`config.mk`:
```
export PLATFORM = sky130hd
export DESIGN_NAME = pdp11_operand_store
export DESIGN_NICKNAME = d
export VERILOG_FILES = /design/src/rtl/pdp11_pkg.sv /design/src/rtl/pdp11_ea_calc.sv /design/src/rtl/pdp11_operand_store.sv
export SDC_FILE = /design/constraint.sdc
export NUM_CORES = 1
export LEC_CHECK = 0
export CELL_PAD_IN_SITES_DETAIL_PLACEMENT = 2
export CELL_PAD_IN_SITES_GLOBAL_PLACEMENT = 2
export CORE_ASPECT_RATIO = 0.6
export CORE_MARGIN = 2
export CORE_UTILIZATION = 31
export DETAILED_ROUTE_END_ITERATION = 12
export PLACE_DENSITY_LB_ADDON = 0.1
export SLEW_MARGIN = 20
export SYNTH_ARGS = -nofsm -noshare
export SYNTH_HDL_FRONTEND = slang
export SYNTH_SLANG_ARGS = --single-unit
```
`constraint.sdc`:
```
create_clock -name clk -period 9.65 [get_ports clk]
set_input_delay 2.4125 -clock clk [delete_from_list [all_inputs] [get_ports clk]]
set_output_delay 2.4125 -clock clk [all_outputs]
set_load 0.02 [all_outputs]
```
`src/rtl/pdp11_pkg.sv`:
```
// ============================================================================
//  Module      : pdp11_pkg
//  Description : Shared types and constants for the PDP-11 operand store path
//                (addressing modes, store FSM states, register indices).
//  Revision    : 1.0  initial release
// ============================================================================
`default_nettype none

package pdp11_pkg;

  // Machine word and byte widths used throughout the store path
  localparam int WORD_W = 16;
  localparam int BYTE_W = 8;

  // Special-purpose general registers
  localparam logic [2:0] SP_IDX = 3'd6;
  localparam logic [2:0] PC_IDX = 3'd7;

  // The eight PDP-11 destination addressing modes
  typedef enum logic [2:0] {
    REG         = 3'd0,
    REG_DEF     = 3'd1,
    AUTOINC     = 3'd2,
    AUTOINC_DEF = 3'd3,
    AUTODEC     = 3'd4,
    AUTODEC_DEF = 3'd5,
    INDEX       = 3'd6,
    INDEX_DEF   = 3'd7
  } addr_mode_t;

  // Store sequencer states
  typedef enum logic [2:0] {
    IDLE   = 3'd0,
    CALC   = 3'd1,
    IDX_RD = 3'd2,
    PTR_RD = 3'd3,
    WRITE  = 3'd4,
    DONE   = 3'd5
  } store_state_t;

  // Auto-increment/decrement step. SP and PC always step by a word so they
  // stay word aligned; deferred modes step over a word pointer.
  function automatic logic [WORD_W-1:0] inc_size(input addr_mode_t mode,
                                                 input logic [2:0] reg_sel,
                                                 input logic       byte_op);
    logic [WORD_W-1:0] inc;
    inc = 16'd2;
    if (byte_op && (reg_sel != SP_IDX) && (reg_sel != PC_IDX) &&
        (mode != AUTOINC_DEF) && (mode != AUTODEC_DEF)) begin
      inc = 16'd1;
    end
    return inc;
  endfunction

endpackage

`default_nettype wire

```
`src/rtl/pdp11_ea_calc.sv`:
```
// ============================================================================
//  Module      : pdp11_ea_calc
//  Description : Combinational effective-address / pointer calculator. Given
//                the addressing mode, the base register value and the index
//                word, produces the register side-effect value and the
//                address (EA or pointer) used by the next bus phase.
//  Revision    : 1.0  initial release
// ============================================================================
`default_nettype none

module pdp11_ea_calc
  import pdp11_pkg::*;
(
  input  addr_mode_t        mode,
  input  logic [2:0]        reg_sel,
  input  logic              byte_op,
  input  logic [WORD_W-1:0] rn,
  input  logic [WORD_W-1:0] idx,
  output logic              upd_en,
  output logic [WORD_W-1:0] upd_val,
  output logic [WORD_W-1:0] addr
);

  logic [WORD_W-1:0] w_inc;
  logic [WORD_W-1:0] w_rn_up;
  logic [WORD_W-1:0] w_rn_dn;

  assign w_inc   = inc_size(mode, reg_sel, byte_op);
  assign w_rn_up = rn + w_inc;
  assign w_rn_dn = rn - w_inc;

  // Per-mode register update and address selection; index modes add the
  // fetched displacement to the supplied base.
  always_comb begin
    upd_en  = 1'b0;
    upd_val = rn;
    addr    = rn;
    case (mode)
      REG, REG_DEF: begin
        addr = rn;
      end
      AUTOINC, AUTOINC_DEF: begin
        upd_en  = 1'b1;
        upd_val = w_rn_up;
        addr    = rn;
      end
      AUTODEC, AUTODEC_DEF: begin
        upd_en  = 1'b1;
        upd_val = w_rn_dn;
        addr    = w_rn_dn;
      end
      default: begin
        addr = rn + idx;
      end
    endcase
  end

endmodule

`default_nettype wire

```
`src/rtl/pdp11_operand_store.sv`:
```
// ============================================================================
//  Module      : pdp11_operand_store
//  Description : PDP-11 destination write-back unit. Resolves the destination
//                effective address for all eight modes, applies register
//                side effects and writes the result to a register or to data
//                memory over a req/ack bus.
//  Revision    : 1.0  initial release
// ============================================================================
`default_nettype none

module pdp11_operand_store
  import pdp11_pkg::*;
#(
  parameter int ADDR_W = 16,
  parameter int DATA_W = 16
) (
  input  logic              clk,
  input  logic              rst_n,
  input  logic              start,
  input  logic [2:0]        mode,
  input  logic [2:0]        reg_sel,
  input  logic              byte_op,
  input  logic [DATA_W-1:0] result,
  output logic [2:0]        reg_rd_addr,
  input  logic [DATA_W-1:0] reg_rd_data,
  output logic              reg_wr_en,
  output logic [2:0]        reg_wr_addr,
  output logic [DATA_W-1:0] reg_wr_data,
  output logic              mem_req,
  output logic              mem_we,
  output logic              mem_byte,
  output logic [ADDR_W-1:0] mem_addr,
  output logic [DATA_W-1:0] mem_wdata,
  input  logic [DATA_W-1:0] mem_rdata,
  input  logic              mem_ack,
  output logic              busy,
  output logic              done,
  output logic              odd_err
);

  store_state_t r_state;
  store_state_t w_next;

  addr_mode_t        r_mode;
  logic [2:0]        r_reg;
  logic              r_byte;
  logic [DATA_W-1:0] r_result;
  logic [DATA_W-1:0] r_rn;     // base register captured in CALC for index modes
  logic [ADDR_W-1:0] r_addr;   // EA or pointer, depending on the phase

  logic [DATA_W-1:0] w_pc_next;
  logic [DATA_W-1:0] w_idx_base;
  logic [DATA_W-1:0] w_calc_rn;
  logic              w_upd_en;
  logic [DATA_W-1:0] w_upd_val;
  logic [ADDR_W-1:0] w_ea;

  // In IDX_RD the read port is looking at PC, so a PC-relative base is the
  // incremented PC while any other base comes from the CALC-cycle capture.
  assign w_pc_next  = reg_rd_data + 16'd2;
  assign w_idx_base = (r_reg == PC_IDX) ? w_pc_next : r_rn;
  assign w_calc_rn  = (r_state == IDX_RD) ? w_idx_base : reg_rd_data;

  pdp11_ea_calc u_ea_calc (
    .mode    (r_mode),
    .reg_sel (r_reg),
    .byte_op (r_byte),
    .rn      (w_calc_rn),
    .idx     (mem_rdata),
    .upd_en  (w_upd_en),
    .upd_val (w_upd_val),
    .addr    (w_ea)
  );

  // State register plus operand/address latches
  always_ff @(posedge clk) begin
    if (!rst_n) begin
      r_state  <= IDLE;
      r_mode   <= REG;
      r_reg    <= 3'd0;
      r_byte   <= 1'b0;
      r_result <= '0;
      r_rn     <= '0;
      r_addr   <= '0;
    end else begin
      r_state <= w_next;
      case (r_state)
        IDLE: begin
          if (start) begin
            r_mode   <= addr_mode_t'(mode);
            r_reg    <= reg_sel;
            r_byte   <= byte_op;
            r_result <= result;
          end
        end
        CALC: begin
          r_rn   <= reg_rd_data;
          r_addr <= w_ea;
        end
        IDX_RD: begin
          if (mem_ack) begin
            r_addr <= w_ea;
          end
        end
        PTR_RD: begin
          if (mem_req && mem_ack) begin
            r_addr <= mem_rdata;
          end
        end
        default: begin
        end
      endcase
    end
  end

  // Next-state decode and all bus/register-port outputs
  always_comb begin
    w_next      = r_state;
    reg_rd_addr = 3'd0;
    reg_wr_en   = 1'b0;
    reg_wr_addr = 3'd0;
    reg_wr_data = '0;
    mem_req     = 1'b0;
    mem_we      = 1'b0;
    mem_byte    = 1'b0;
    mem_addr    = '0;
    mem_wdata   = '0;
    busy        = 1'b0;
    done        = 1'b0;
    odd_err     = 1'b0;
    case (r_state)
      IDLE: begin
        if (start) begin
          w_next = CALC;
        end
      end
      CALC: begin
        busy        = 1'b1;
        reg_rd_addr = r_reg;
        if (r_mode == REG) begin
          reg_wr_en   = 1'b1;
          reg_wr_addr = r_reg;
          reg_wr_data = r_byte ? {reg_rd_data[15:8], r_result[7:0]} : r_result;
        end else if (w_upd_en) begin
          reg_wr_en   = 1'b1;
          reg_wr_addr = r_reg;
          reg_wr_data = w_upd_val;
        end
        case (r_mode)
          REG:                        w_next = DONE;
          REG_DEF, AUTOINC, AUTODEC:  w_next = WRITE;
          AUTOINC_DEF, AUTODEC_DEF:   w_next = PTR_RD;
          default:                    w_next = IDX_RD;
        endcase
      end
      IDX_RD: begin
        busy        = 1'b1;
        reg_rd_addr = PC_IDX;
        mem_req     = 1'b1;
        mem_addr    = reg_rd_data;
        if (mem_ack) begin
          reg_wr_en   = 1'b1;
          reg_wr_addr = PC_IDX;
          reg_wr_data = w_pc_next;
          w_next      = (r_mode == INDEX_DEF) ? PTR_RD : WRITE;
        end
      end
      PTR_RD: begin
        busy = 1'b1;
        if (r_addr[0]) begin
          odd_err = 1'b1;
          w_next  = IDLE;
        end else begin
          mem_req  = 1'b1;
          mem_addr = r_addr;
          if (mem_ack) begin
            w_next = WRITE;
          end
        end
      end
      WRITE: begin
        busy = 1'b1;
        if (!r_byte && r_addr[0]) begin
          odd_err = 1'b1;
          w_next  = IDLE;
        end else begin
          mem_req   = 1'b1;
          mem_we    = 1'b1;
          mem_byte  = r_byte;
          mem_addr  = r_addr;
          mem_wdata = r_byte ? {r_result[7:0], r_result[7:0]} : r_result;
          if (mem_ack) begin
            w_next = DONE;
          end
        end
      end
      DONE: begin
        done   = 1'b1;
        w_next = IDLE;
      end
      default: begin
        w_next = IDLE;
      end
    endcase
  end

endmodule

`default_nettype wire

```
==> results_dict.tcl <==
set metrics [dict create \
    status "completed" \
    area_growth_syn_to_layout_pct 29.1 \
    register_area_mm2 0.00116 \
    fillers 2054 \
    finalCritPeriodShare 0.948 \
    pwr-share-seq 0.268 \
    relSlewSlack 0.309 \
    hold_class "register to register" \
    place_inst 1087 \
    numCtsBuffers 9 \
    tightest_slew_ns 1.03 \
    switching_share 0.449 \
    cp-start-kind "primary input" \
    cts.path.max_buffers 2 \
    ant_nets 0 \
    fmax_mhz 109 \
    p_sw_w 0.000641 \
    globalRouteOverflowTotal 0 \
    synth-async-reset-ratio 0 \
    drtPass1Iterations 4 \
    vdd_ir_drop_max_mv 0.0677 \
    htree_levels 3 \
    slew_viol_final 0 \
    cts_tree "yes" \
    setup_viol 0 \
    critPathArrivalTime_ns 6.74 \
    multi_input_area_mm2 0.00418 \
    gp_congestion 0.889 \
    p_int_w 0.000785 \
    dp_hpwl_um 19900 \
    clockRootBuffer "clkbuf_16" \
    grt_pass1_wl_um 41000 \
    tns_ns 0 \
    syn-num-nets 872 \
    start_util 0.316 \
    io_pins 120 \
    drive_gt1_frac 0.0672 \
    synthFlopType "dfxtp_1" \
    crit_top_cell "clkdlybuf4s50_1" \
    synth_commonest_cells "nand2_1 (136), dfxtp_1 (58), clkbuf_1 (50)" \
    path_max_fanout 9 \
    ys_top_cells_by_area "dfxtp_1 (20%), nand2_1 (9.0%), ha_1 (5.3%)" \
    die_h_um 109 \
    std_cell_rows 38 \
    reg_top3 "r_addr (16), r_result (16), r_rn (16)" \
    grt_use_total 0.278 \
    path_clk_slew_ns 0.06 \
    synth_cell_types 70 \
    cts_setup_buffers 0 \
    coreArea_mm2 0.0180 \
    cts.sinks 58 \
    power.density_mw_per_mm2 195 \
    antenna_found_initial 0 \
    grt_pass1_vias 6823 \
    synth_edf_count 0 \
    synth_area_mm2 0.00567 \
    max_stage_delay_ns 0.70 \
    die_area_mm2 0.0194 \
    critPathTopFamily "simple AND/OR/NAND/NOR gates" \
    ys_ff_latch 58 \
    synth_most_common_cell "nand2_1" \
    criticalPathCategory "primary input to output pin" \
    grt_max_degree 62 \
    p_leak_nw 2.65 \
    syn_inst 786 \
    drt-total-wl_um 26600 \
    final_cells 1104 \
    path_buf_inv 3 \
    netlist.area_leader.share 0.205 \
    hold_violations 0 \
    design_area_mm2 0.00732 \
    vias 6520 \
    cp_data_required_time_ns 7.24 \
    cp-end-kind "output pin" \
    post-route-min-period_ns 9.15 \
    clk_latency_ns 0.35 \
    cts-hold-fix-buffers 0 \
    combPwrFrac 0.470 \
    ctsResizeCount 0 \
    cap_violations 0 \
    worstPathCellList "clkdlybuf4s50_1, ha_1, and3_1, nand3_1, o22ai_1, o2bb2ai_1, inv_2, or4_1, or4_4, xnor2_2, o221ai_1, clkdlybuf4s50_1" \
    p_clk_frac 0.262 \
    nets 944 \
    synth-seq-area-share 0.205 \
    final_core_util 0.407 \
    ys_warn_count 0 \
    placed_area_mm2 0.00697 \
    drtIter0Drc 327 \
    remaining_drc_errors 0 \
    fp.dieW_um 179 \
    yosys.area.top_type "dfxtp_1" \
    wire_per_inst_um 24.1 \
    avgSynthCellArea_um2 7.21 \
    vias_per_cell 5.91 \
    slowest_stage "clkdlybuf4s50_1" \
    fin_skew_ns 0.0117 \
    io_buffers 119 \
    power_w 0.00143 \
    rsz0062_at_grt "false" \
]
[final cells by class]
cell class / instances / area share
Clock buffer: 12 / 0.0350
Clock inverter: 4 / 0.0101
Multi-Input combinational cell: 638 / 0.570
Sequential cell: 58 / 0.159
Tap cell: 240 / 0.0410
Antenna cell: 1 / 0.000342
Timing Repair Buffer: 130 / 0.174
Inverter: 21 / 0.0108
[power by group through the flow]
stage,Sequential (W),Clock [W],Combinational [W]
2_1_floorplan,0.000335,0,0.000427
3_3_place_gp,0.000380,0,0.000629
3_5_place_dp,0.000386,0,0.000659
4_1_cts,0.000381,0.000380,0.000666
5_1_grt,0.000390,0.000387,0.000728
6_report,0.000382,0.000373,0.000670
[per-stage QoR]
step	hold WS, ns	setup WS, ns
floorplan	0.439	2.07
global placement	0.455	0.721
detailed placement	0.467	0.632
CTS	0.479	0.567
global route	0.501	0.257
finish	0.473	0.499
[routing by layer]
metal  global-route usage  wire, µm
met4               0.0598       403
met2                0.454     12000
met3               0.0335      1030
met5                    0         0
met1                0.395     13200
[tightest hold or removal path: cells and delay by family (launching register included)]
kind / cells / cell delay, ns
compound gates: 1 / 0.06
simple gates: 1 / 0.05
flops: 1 / 0.31
[path summary, 6_finish.rpt]
path                        from              end  slack (ns)  cells after the start
hold reg to reg          r_rn[7]          r_rn[7]        0.47                      2
setup / recovery  reg_rd_data[1]  reg_wr_data[12]        0.50                     12
hold / removal           r_rn[7]          r_rn[7]        0.47                      2
setup reg to reg      r_state[1]       r_addr[12]        4.40                     14
[cell families (layout without fill, tap and decap cells)]
group,Yosys count,after routing,synth area share
and+or+nand+nor,294,294,0.248
AOI/OAI and AO/OA,266,266,0.340
buffers and inverters,90,167,0.0631
DFF,58,58,0.205
xor gates and xnor gates,46,46,0.0724
adders and majority gates,27,27,0.0635
muxes,5,5,0.00905
other,0,1,0
[placed cells by master, fill, tap and decap left out, types with 8 or more instances in the layout]
cell type,synthesis,routed
nand2_1,136,136
clkdlybuf4s50_1,0,118
dfxtp_1,58,58
a21oi_1,44,43
o21ai_0,40,40
a21boi_0,39,39
nor2_1,37,37
nand3_1,33,33
a22o_1,26,26
xnor2_1,25,25
ha_1,24,24
xor2_1,20,20
inv_1,18,18
nor3_1,17,16
a221oi_1,15,15
and2_1,14,14
or3_1,12,12
buf_4,1,12
o22ai_1,10,10
o211ai_1,10,10
o221ai_1,9,9
a21o_1,9,9
clkbuf_16,0,9
a31oi_1,8,8
a211oi_1,9,8
Note: power is estimated with default switching activity, not from simulation.
